[config.mk]
export PLATFORM = sky130hd
export DESIGN_NAME = async_fifo_wr_ctrl
export DESIGN_NICKNAME = d
export VERILOG_FILES = /design/src/rtl/async_fifo_wr_ctrl.sv
export SDC_FILE = /design/constraint.sdc
export NUM_CORES = 1
export LEC_CHECK = 0
export ABC_AREA = 1
export CAP_MARGIN = 20
export CELL_PAD_IN_SITES_DETAIL_PLACEMENT = 1
export CELL_PAD_IN_SITES_GLOBAL_PLACEMENT = 1
export CORE_MARGIN = 5
export CORE_UTILIZATION = 36
export DETAILED_ROUTE_END_ITERATION = 8
export PLACE_DENSITY_LB_ADDON = 0.1
export SYNTH_ARGS = -nofsm -noshare
export SYNTH_HDL_FRONTEND = slang
export SYNTH_SLANG_ARGS = --single-unit
[constraint.sdc]
create_clock -name W_CLK -period 3.9 [get_ports W_CLK]
set_input_delay 0.78 -clock W_CLK [delete_from_list [all_inputs] [get_ports W_CLK]]
set_output_delay 0.78 -clock W_CLK [all_outputs]
set_load 0.02 [all_outputs]
[src/rtl/async_fifo_wr_ctrl.sv]
// Write-domain controller for the asynchronous FIFO: binary/Gray write pointer,
// read-pointer synchroniser, and registered full / almost-full / fill / overflow flags.
module async_fifo_wr_ctrl #(
   parameter int ADDR_WIDTH  = 4,
   parameter int SYNC_STAGES = 2
) (
   input  logic                  W_CLK,
   input  logic                  W_RST_N,
   input  logic                  W_INC_EN,
   input  logic [ADDR_WIDTH:0]   R_GRAY_PTR,
   input  logic [ADDR_WIDTH:0]   AF_THRESH,
   input  logic                  W_OVF_CLR,
   output logic [ADDR_WIDTH-1:0] W_ADDR,
   output logic                  W_MEM_EN,
   output logic [ADDR_WIDTH:0]   W_GRAY_PTR,
   output logic                  W_FULL,
   output logic                  W_ALMOST_FULL,
   output logic [ADDR_WIDTH:0]   W_FILL_LVL,
   output logic                  W_OVERFLOW
);

   localparam int PW = ADDR_WIDTH + 1;

   function automatic logic [PW-1:0] gray2bin(input logic [PW-1:0] g);
      logic [PW-1:0] b;
      b[PW-1] = g[PW-1];
      for (int i = PW - 2; i >= 0; i--) begin
         b[i] = b[i+1] ^ g[i];
      end
      return b;
   endfunction

   logic [PW-1:0]                  wbin_q, wbin_d;
   logic [PW-1:0]                  wgray_q, wgray_d;
   logic [PW-1:0]                  fill_q, fill_d;
   logic [SYNC_STAGES-1:0][PW-1:0] sync_q;
   logic                           full_q, full_d;
   logic                           af_q, af_d;
   logic                           ovf_q, ovf_d;
   logic                           wr_acc;
   logic [PW-1:0]                  rgray_s, rbin_s;

   always_comb begin
      wr_acc  = W_INC_EN & ~full_q;
      wbin_d  = wbin_q + {{(PW-1){1'b0}}, wr_acc};
      wgray_d = wbin_d ^ (wbin_d >> 1);
      rgray_s = sync_q[SYNC_STAGES-1];
      rbin_s  = gray2bin(rgray_s);
      // Full when the write pointer is exactly one lap ahead of the synced read pointer.
      full_d  = (wgray_d == {~rgray_s[PW-1:PW-2], rgray_s[PW-3:0]});
      fill_d  = wbin_d - rbin_s;
      af_d    = (fill_d >= AF_THRESH);
      ovf_d   = (W_INC_EN & full_q) | (ovf_q & ~W_OVF_CLR);
   end

   always_ff @(posedge W_CLK or negedge W_RST_N) begin
      if (!W_RST_N) begin
         wbin_q  <= '0;
         wgray_q <= '0;
         fill_q  <= '0;
         sync_q  <= '0;
         full_q  <= 1'b0;
         af_q    <= 1'b0;
         ovf_q   <= 1'b0;
      end else begin
         wbin_q  <= wbin_d;
         wgray_q <= wgray_d;
         fill_q  <= fill_d;
         sync_q  <= {sync_q[SYNC_STAGES-2:0], R_GRAY_PTR};
         full_q  <= full_d;
         af_q    <= af_d;
         ovf_q   <= ovf_d;
      end
   end

   // Strobe is held off while reset is asserted so no RAM write escapes a reset.
   assign W_MEM_EN      = wr_acc & W_RST_N;
   assign W_ADDR        = wbin_q[ADDR_WIDTH-1:0];
   assign W_GRAY_PTR    = wgray_q;
   assign W_FULL        = full_q;
   assign W_ALMOST_FULL = af_q;
   assign W_FILL_LVL    = fill_q;
   assign W_OVERFLOW    = ovf_q;

endmodule

==> flow_summary_export.csv, run 1 <==
group,metric,value,unit
sta,rsz0062_at_grt,"no",
clock_tree,cts_setup_buffers,0,
sta,hold_violations,0,
finish,final_area,0.001749,sq mm
clock_tree,worst_skew_pair.late_latency,0.27,ns
finish,utilization,0.4814,
sta,max_freq,278.1,MHz
finish,area_growth,31.51,%
floorplanning,start_util,0.3660,
finish,nets,206,
power,peakVddDrop,0.2797,mV
grt,grt_start_max_net_pins,28,
logic_synthesis,synth_warnings,0,
route,via_per_inst,4.815,
route,routedWlPerCell,13.33,um
grt,grt_pass1_wl,5292,um
sta,post-route-period-util,0.9221,
grt,grt_usage,0.1286,
placed_design,port_buffers,31,
worst_hold_path,min_path_type,"reg -> reg",
logic_synthesis,syn_avg_cell_area,9.301,sq um
floorplanning,die_h,70.78,um
sta,clock-skew-final,0.004778,ns
floorplanning,die-width,70.78,um
sta,fin_ws,0.3037,ns
logic_synthesis,synth_fp_nets,169,
placed_design,hpwl,2484,um
run_status,status,"complete, no violations",
power,leakage,0.8749,nW
grt,grtUsageMet3,0.03409,
clock_tree,clockBufferDepth,2,
worst_setup_path,endpoint_kind,"flop",
grt,grt_util_met2,0.2317,
clock_tree,path_clk_slew,0.09,ns
logic_synthesis,synth_seq_cells,27,
sta,whs,0.3552,ns
clock_tree,cts_tree,"done",
clock_tree,clock_sinks,27,
sta,finalSetupViolCount,0,
route,drtIter0Drc,36,
placed_design,placed_cell_area,0.001704,sq mm
sta,tns,0,ns
route,num_vias,1093,
worst_setup_path,crit_fanout,6,
sta,maxSlewHeadroom,0.7714,
logic_synthesis,synth_cell_types,20,
finish,drive_gt1_frac,0.07263,
clock_tree,htree_num_levels,1,
grt,gr-total-overflow,0,
logic_synthesis,synth_cells,143,
sta,slew_violations,0,
clock_tree,cts_hold_buf,0,
worst_setup_path,cp_data_arrival_time,3.73,ns
clock_tree,cts_resized,0,
clock_tree,numCtsBuffers,3,
route,finalWirelength,3027,um
sta,worstMarginPinSlew,0.3405,ns
logic_synthesis,yosysSeqAreaShare,0.5080,
job,maxCapViolations,0,
clock_tree,cts_root_buffer,"clkbuf_8",
grt,antenna_found_initial,0,
route,antenna_left,0,
floorplanning,rows,22,
route,drc,0,
worst_setup_path,cp.required,4.03,ns
power,power.density,879.0,mW/mm^2
grt,grt-busiest-layer,"met2",
worst_setup_path,worstSetupStartpointType,"input pin",
floorplanning,dieArea,0.005010,sq mm
floorplanning,io_pins,32,
grt,grt_use_met1,0.1567,
sta,min_period,3.596,ns
placed_design,gp_congestion,0.7397,
worst_setup_path,path_class,"in -> reg",
placed_design,dp_slack,0.03471,ns
route,dr.pass1.iters,4,
logic_synthesis,syn_area,0.001330,sq mm
floorplanning,placeableCoreArea,0.003633,sq mm
finish,diodes,0,
grt,grt_pass1_vias,1183,
-- metal layers --
layer | part of all wire | up-vias
met5 | 0 | -
met4 | 0.0033 | 0
met3 | 0.065 | 2
met2 | 0.51 | 30
met1 | 0.42 | 536
li1 | - | 525
-- critical path, stage by stage --
cell and delay, ns:
clkdlybuf4s50_1 0.48, inv_1 0.06, nor2_1 0.09, ha_1 0.24, ha_1 0.29, nand2_1 0.10
nand2_1 0.11, inv_1 0.08, ha_1 0.35, nand2_1 0.06, o21ai_0 0.19, xor2_1 0.23
ha_1 0.30, a21oi_1 0.15, o21a_1 0.12, o311ai_0 0.11
-- synthesized netlist by cell type --
cell type,n,area share
nand3_1,10,0.038
buf_6,1,0.0085
ha_1,11,0.10
o311ai_0,1,0.0066
o21a_1,1,0.0056
xnor2_1,2,0.013
nand3_2,2,0.015
nand2b_1,1,0.0047
inv_1,22,0.062
o21ai_0,3,0.011
inv_2,1,0.0028
nor2_1,3,0.0085
fa_1,1,0.015
a21oi_1,4,0.015
nand2_2,5,0.024
xor2_1,3,0.020
nor3b_1,1,0.0056
dfrtp_1,27,0.51
nand4_1,5,0.024
nand2_1,39,0.11
-- final cells by class --
class / instances / area [sq um]
repair buffers: 33 / 325.3
inverters: 23 / 86.33
clock buffers: 4 / 45.04
multi-input cells: 92 / 556.8
flip-flops and latches: 27 / 675.6
well taps: 48 / 60.06
fillers: 437 / 1884
-- placed cells by master (no fill, tap or decap) --
cell type         n
o311ai_0          1
ha_1             11
buf_4             2
o21ai_0           3
nand2_2           5
nor3b_1           1
clkbuf_8          3
xnor2_1           2
nand3_2           2
a21oi_1           4
o21a_1            1
fa_1              1
nor2_1            3
nand2b_1          1
xor2_1            3
inv_1            22
dfrtp_1          27
nand4_1           5
clkbuf_1          1
clkdlybuf4s50_1  31
inv_2             1
nand2_1          39
nand3_1          10
-- through the flow --
stage	std cells	power, mW
global route	227	1.684
CTS	227	1.564
finish	227	1.537
detailed placement	223	1.394
floorplan	143	1.038
global placement	223	1.349
-- flip-flops by register name (all words and copies together), names as in the netlist --
name and flops:
W_FILL_LVL 5, W_OVERFLOW 1, W_ALMOST_FULL 1, sync_q 5, wbin_q 5, rgray_s 5, W_GRAY_PTR 4, W_FULL 1
-- where the power goes --
part	switching [mW]	leakage, nW	total [mW]	internal [mW]
registers	0.0634	0.322	0.440	0.377
clock network	0.0872	0.0228	0.160	0.0732
logic	0.539	0.530	0.937	0.398
total	0.689	0.875	1.54	0.848
-- worst paths after layout --
kind                                      start                       to  slack, ns  cells past startpoint
max                                    W_INC_EN  W_ALMOST_FULL$_DFF_PN0_       0.30                     16
min                         sync_q[3]$_DFF_PN0_     rgray_s[3]$_DFF_PN0_       0.36                      0
max reg2reg                rgray_s[4]$_DFF_PN0_  W_ALMOST_FULL$_DFF_PN0_       0.71                     15
min reg2reg                 sync_q[3]$_DFF_PN0_     rgray_s[3]$_DFF_PN0_       0.36                      0
max in group asynchronous               W_RST_N  W_GRAY_PTR[0]$_DFF_PN0_       2.64                      2
min in group asynchronous               W_RST_N  W_FILL_LVL[1]$_DFF_PN0_       1.00                      2
-- kinds of logic after synthesis --
logic type | synth area share
xor gates and xnor gates | 0.03293
and+or+nand+nor | 0.2286
DFF | 0.5080
AOI/OAI and AO/OA | 0.03857
buffers and inverters | 0.07337
adders and majority gates | 0.1185
Note: power is estimated with default switching activity, not from simulation.
==> run 2, diff against run 1 <==
--- a/config.mk
+++ b/config.mk
@@ -13,6 +13,8 @@
 export CORE_UTILIZATION = 36
 export DETAILED_ROUTE_END_ITERATION = 8
 export PLACE_DENSITY_LB_ADDON = 0.1
+export SETUP_SLACK_MARGIN = 0.4
+export SLEW_MARGIN = 20
 export SYNTH_ARGS = -nofsm -noshare
 export SYNTH_HDL_FRONTEND = slang
 export SYNTH_SLANG_ARGS = --single-unit
==> run 2 against run 1 <==
Fmax increased by 8.1%. Sequential power grew 0.9%. Clock power barely moved. Register-to-register slack lost 0.02 ns. Worst setup slack improved by 0.27 ns. Cell count is 0.44% higher. Critical path type unchanged. Critical endpoint unchanged. Largest cell class unchanged.
==> flow_summary_export.csv, run 2 (synthesis gave the netlist of run 1 again) <==
group,metric,value,unit
floorplanning,start_util,0.3660,
worst_setup_path,endpoint_kind,"flop",
worst_setup_path,worstSetupStartpointType,"input pin",
placed_design,hpwl,2484,um
placed_design,placed_cell_area,0.001704,sq mm
route,drtIter0Drc,61,
route,routedWlPerCell,13.72,um
worst_setup_path,path_cells,"clkdlybuf4s50_1 -> inv_1 -> nor2_1 -> ha_2 -> buf_4 -> nand3_2 -> nand2_1 -> nand2_1 -> ha_4 -> nand2_1 -> o21ai_1 -> xor2_1 -> ha_1 -> a21oi_1 -> o21a_1 -> o311ai_1",
sta,max_freq,300.7,MHz
finish,final_area,0.001797,sq mm
sta,finalSetupViolCount,0,
finish,layout_common_cells,"nand2_1 (39), clkdlybuf4s50_1 (31), dfrtp_1 (27)",
worst_setup_path,cp_top_family,"adder cells",
worst_hold_path,min_path_type,"reg -> reg",
route,antenna_left,0,
sta,rsz0062_at_grt,"no",
job,maxCapViolations,0,
worst_setup_path,cpPeakStageDelay,0.48,ns
floorplanning,placeableCoreArea,0.003633,sq mm
route,finalWirelength,3129,um
finish,drive_gt1_frac,0.1000,
grt,grt_pass1_wl,5313,um
clock_tree,clockBufferDepth,2,
worst_setup_path,cp.required,4.05,ns
power,peakVddDrop,0.2832,mV
run_status,status,"complete, no violations",
clock_tree,htree_num_levels,1,
clock_tree,clock_sinks,27,
sta,maxSlewHeadroom,0.7057,
clock_tree,worst_skew_pair.late_latency,0.27,ns
floorplanning,die-width,70.78,um
grt,antenna_found_initial,0,
finish,diodes,0,
placed_design,dp_cells,223,
placed_design,gp_congestion,0.7397,
clock_tree,cts_root_buffer,"clkbuf_8",
sta,worstMarginPinSlew,0.4383,ns
grt,grt_usage,0.1289,
grt,grt_start_max_net_pins,28,
sta,post-route-period-util,0.8528,
route,num_vias,1088,
clock_tree,path_clk_slew,0.09,ns
worst_setup_path,crit_path_frequent_cell,"nand2_1",
worst_setup_path,cp_data_arrival_time,3.47,ns
finish,area_growth,35.09,%
finish,fillers,429,
power,leakage,0.8785,nW
sta,slew_violations,0,
power,power.density,887.6,mW/mm^2
finish,final_common_cell,"nand2_1",
sta,clock-skew-final,0.006929,ns
grt,gr-total-overflow,0,
worst_setup_path,cpMaxStageDelayCell,"clkdlybuf4s50_1",
clock_tree,numCtsBuffers,3,
floorplanning,io_pins,32,
worst_setup_path,crit_fanout,4,
sta,min_period,3.326,ns
floorplanning,dieArea,0.005010,sq mm
route,dr.pass1.iters,4,
worst_setup_path,path_class,"in -> reg",
worst_setup_path,path_buf_inv,3,
floorplanning,rows,22,
route,drc,0,
finish,layout.cells.non_filler,228,
floorplanning,die_h,70.78,um
grt,grt_pass1_vias,1190,
placed_design,port_buffers,31,
clock_tree,cts_tree,"done",
sta,tns,0,ns
finish,nets,207,
route,via_per_inst,4.772,
sta,hold_violations,0,
## run 2: cell types whose count changed in the layout (fill, tap and decap cells not counted)
cell,previous run,this run
o21ai_0,3,1
ha_4,0,3
o21ai_1,0,2
o311ai_0,1,0
ha_1,11,7
buf_4,2,3
ha_2,0,1
o311ai_1,0,1
## run 2: area by class of cell
cell class              count  area, sq um  area share
flip-flops and latches     27        675.6      0.3760
clock buffers               4        45.04     0.02507
multi-input cells          92        596.8      0.3322
repair buffers             34        332.8      0.1852
well taps                  48        60.06     0.03343
inverters                  23        86.33     0.04805
## run 2: final timing paths
| kind | start | to | slack [ns] | depth (start not counted) |
|---|---|---|---|---|
| worst min register to register | sync_q[3]$_DFF_PN0_ | rgray_s[3]$_DFF_PN0_ | 0.36 | 0 |
| worst min-delay path | sync_q[3]$_DFF_PN0_ | rgray_s[3]$_DFF_PN0_ | 0.36 | 0 |
| worst max-delay path | W_INC_EN | W_ALMOST_FULL$_DFF_PN0_ | 0.57 | 16 |
| worst max register to register | rgray_s[4]$_DFF_PN0_ | W_ALMOST_FULL$_DFF_PN0_ | 0.69 | 15 |
| min in group asynchronous | W_RST_N | W_FILL_LVL[3]$_DFF_PN0_ | 0.99 | 2 |
| max in group asynchronous | W_RST_N | W_GRAY_PTR[0]$_DFF_PN0_ | 2.64 | 2 |
## run 2: worst reg2reg max path, cell delays in order (launching register included)
cell	delay [ns]
dfrtp_1	0.42
xnor2_1	0.40
nand2b_1	0.23
nand2_2	0.12
nand2_1	0.08
nand3_1	0.06
nand2_1	0.07
inv_1	0.04
ha_1	0.20
fa_1	0.41
o21ai_1	0.18
xor2_1	0.22
ha_1	0.30
a21oi_1	0.15
o21a_1	0.13
o311ai_1	0.08
## run 2: through the flow
step           total power, mW  hold slack [ns]    util  worst slack, ns
6_report                 1.595           0.3553  0.4945           0.5743
5_1_grt                  1.746           0.3675  0.4945           0.3713
4_1_cts                  1.578           0.3578  0.4855           0.4550
3_5_place_dp             1.394           0.3358  0.4690          0.03471
3_3_place_gp             1.349           0.3313  0.4690           0.1640
2_1_floorplan            1.038           0.3312       -           0.7777
## run 2: metal layers
metal  vias up  part of all wire  track usage
met4         0            0.0032      0.01879
met3         2             0.065      0.03409
met2        27              0.52       0.2338
met1       534              0.42       0.1558
met5         -                 0            0
li1        525                 -            -
## run 2: what timing repair did
action / CTS / global route
setup buffers: 0 / 1
gates resized for setup: 3 / 5
pin swaps: 1 / 2
hold buffers: 0 / 0
cloned: 0 / 0
setup endpoints to repair: 1 / 1
## run 2: power by group
part           internal [mW]  total (mW)  switching [mW]
Combinational          0.433       0.992           0.558
Sequential             0.377       0.444          0.0671
Clock                 0.0732       0.159          0.0860
Total                  0.883        1.59           0.711
==> run 3, diff against run 2 <==
--- a/config.mk
+++ b/config.mk
@@ -12,6 +12,7 @@
 export CORE_MARGIN = 5
 export CORE_UTILIZATION = 36
 export DETAILED_ROUTE_END_ITERATION = 8
+export MAX_ROUTING_LAYER = met4
 export PLACE_DENSITY_LB_ADDON = 0.1
 export SETUP_SLACK_MARGIN = 0.4
 export SLEW_MARGIN = 20
==> run 3 against run 2 <==
Power about the same. Cell count unchanged. Fmax up 0.35%. Global-route usage up 0.36 points. Sequential share of layout area unchanged. Core utilization unchanged. Clock power about the same. Combinational power about the same. Register-to-register slack about the same. Worst setup slack better by 0.012 ns. Largest power group unchanged.
==> flow_summary_export.csv, run 3 (synthesis gave the netlist of run 1 again) <==
group,metric,value,unit
route,finalWirelength,3118,um
worst_setup_path,worstSetupStartpointType,"input pin",
route,routedWlPerCell,13.68,um
route,num_vias,1088,
sta,post-route-period-util,0.8497,
finish,layout_common_cells,"nand2_1 (39), clkdlybuf4s50_1 (31), dfrtp_1 (27)",
route,dr.pass1.iters,4,
worst_setup_path,reg2regPathDepth,15,
clock_tree,numCtsBuffers,3,
clock_tree,cts_hold_buf,0,
finish,utilization,0.4945,
power,sequentialPowerShare,0.278,
sta,finalSetupViolCount,0,
grt,grt_pass1_wl,5313,um
clock_tree,path_clk_slew,0.09,ns
floorplanning,rows,22,
finish,area_growth,35.09,%
grt,grt_use_met1,0.1594,
sta,fin_ws,0.5860,ns
finish,fillers,429,
route,drc,0,
route,antenna_left,0,
power,swShare,0.4462,
clock_tree,cts_tree,"done",
finish,nets,207,
sta,whs,0.3548,ns
clock_tree,clockBufferDepth,2,
finish,final_common_cell,"nand2_1",
power,power.density,887.7,mW/mm^2
clock_tree,worst_skew_pair.late_latency,0.27,ns
sta,hold_violations,0,
grt,gr-total-overflow,0,
sta,min_period,3.314,ns
sta,max_freq,301.8,MHz
placed_design,dp_slack,0.03471,ns
sta,worstMarginPinSlew,0.4383,ns
worst_hold_path,worstHoldPathCells,0,
worst_hold_path,min_path_type,"reg -> reg",
job,maxCapViolations,0,
worst_setup_path,endpoint_kind,"flop",
route,via_per_inst,4.772,
power,power,1.595,mW
placed_design,hpwl,2484,um
run_status,status,"complete, no violations",
grt,grtUsageMet3,0.02557,
grt,grt_pass1_vias,1188,
power,leakage,0.8785,nW
sta,clock-skew-final,0.006520,ns
placed_design,port_buffers,31,
route,drtIter0Drc,53,
finish,seqCellArea,675.6,sq um
clock_tree,htree_num_levels,1,
power,p_sw,711.7,uW
sta,slew_violations,0,
clock_tree,clock_sinks,27,
worst_setup_path,crit_fanout,4,
sta,rsz0062_at_grt,"no",
grt,grt_start_max_net_pins,28,
sta,tns,0,ns
floorplanning,placeableCoreArea,0.003633,sq mm
sta,maxSlewHeadroom,0.7057,
floorplanning,die_h,70.78,um
worst_setup_path,cp_data_arrival_time,3.46,ns
floorplanning,start_util,0.3660,
power,pwr-share-clk,0.100,
grt,grt_util_met2,0.2348,
floorplanning,dieArea,0.005010,sq mm
power,p_int,883.3,uW
finish,diodes,0,
power,peakVddDrop,0.2834,mV
floorplanning,io_pins,32,
finish,drive_gt1_frac,0.1000,
finish,multi_input_area,596.8,sq um
floorplanning,die-width,70.78,um
worst_setup_path,path_class,"in -> reg",
clock_tree,cts_root_buffer,"clkbuf_8",
power,combPwrFrac,0.621,
worst_setup_path,cp.required,4.05,ns
grt,grt_usage,0.1324,
grt,grt-busiest-layer,"met2",
grt,antenna_found_initial,0,
placed_design,gp_congestion,0.7489,
## run 3: power by group through the flow
stage	Combinational [mW]	Sequential (mW)	Clock [mW]
after floorplan	0.503	0.535	0
after global placement	0.907	0.442	0
after detailed placement	0.945	0.449	0
after CTS	0.965	0.446	0.167
after global routing	1.11	0.459	0.179
final	0.991	0.444	0.160
## run 3: critical path, cell delays in order
cell	delay, ns
clkdlybuf4s50_1	0.47
inv_1	0.06
nor2_1	0.10
ha_2	0.22
buf_4	0.13
nand3_2	0.08
nand2_1	0.08
nand2_1	0.15
ha_4	0.32
nand2_1	0.05
o21ai_1	0.14
xor2_1	0.22
ha_1	0.30
a21oi_1	0.15
o21a_1	0.13
o311ai_1	0.08
## run 3: repair_timing
item | 4_1_cts | 5_1_grt
buffers inserted | 0 | 1
gates resized for setup | 3 | 5
pin swaps | 1 | 2
endpoints found under the setup margin | 1 | 1
## run 3: layout make-up
class                      instances  area share
multi-input combinational         92      0.3322
timing repair buffer              34      0.1852
tap                               48     0.03343
inverter                          23     0.04805
sequential                        27      0.3760
clock buffer                       4     0.02507
## run 3: final timing paths
kind | endpoint | slack [ns] | from
worst max-delay path | W_ALMOST_FULL$_DFF_PN0_ | 0.59 | W_INC_EN
worst min-delay path | rgray_s[3]$_DFF_PN0_ | 0.35 | sync_q[3]$_DFF_PN0_
worst max register to register | W_ALMOST_FULL$_DFF_PN0_ | 0.69 | rgray_s[4]$_DFF_PN0_
worst min register to register | rgray_s[3]$_DFF_PN0_ | 0.35 | sync_q[3]$_DFF_PN0_
max in group asynchronous | W_GRAY_PTR[1]$_DFF_PN0_ | 2.66 | W_RST_N
min in group asynchronous | wbin_q[1]$_DFF_PN0_ | 0.99 | W_RST_N
## run 3: through the flow
step | instance area (sq um) | cells
6_report | 1797 | 228
5_1_grt | 1797 | 228
4_1_cts | 1764 | 227
3_5_place_dp | 1704 | 223
3_3_place_gp | 1704 | 223
2_1_floorplan | 1330 | 143
## run 3: metal layers
metal / vias to the layer above / wire, um
met2: 27 / 1612
li1: 525 / -
met3: 2 / 156
met1: 534 / 1338
met5: - / 0
met4: 0 / 10
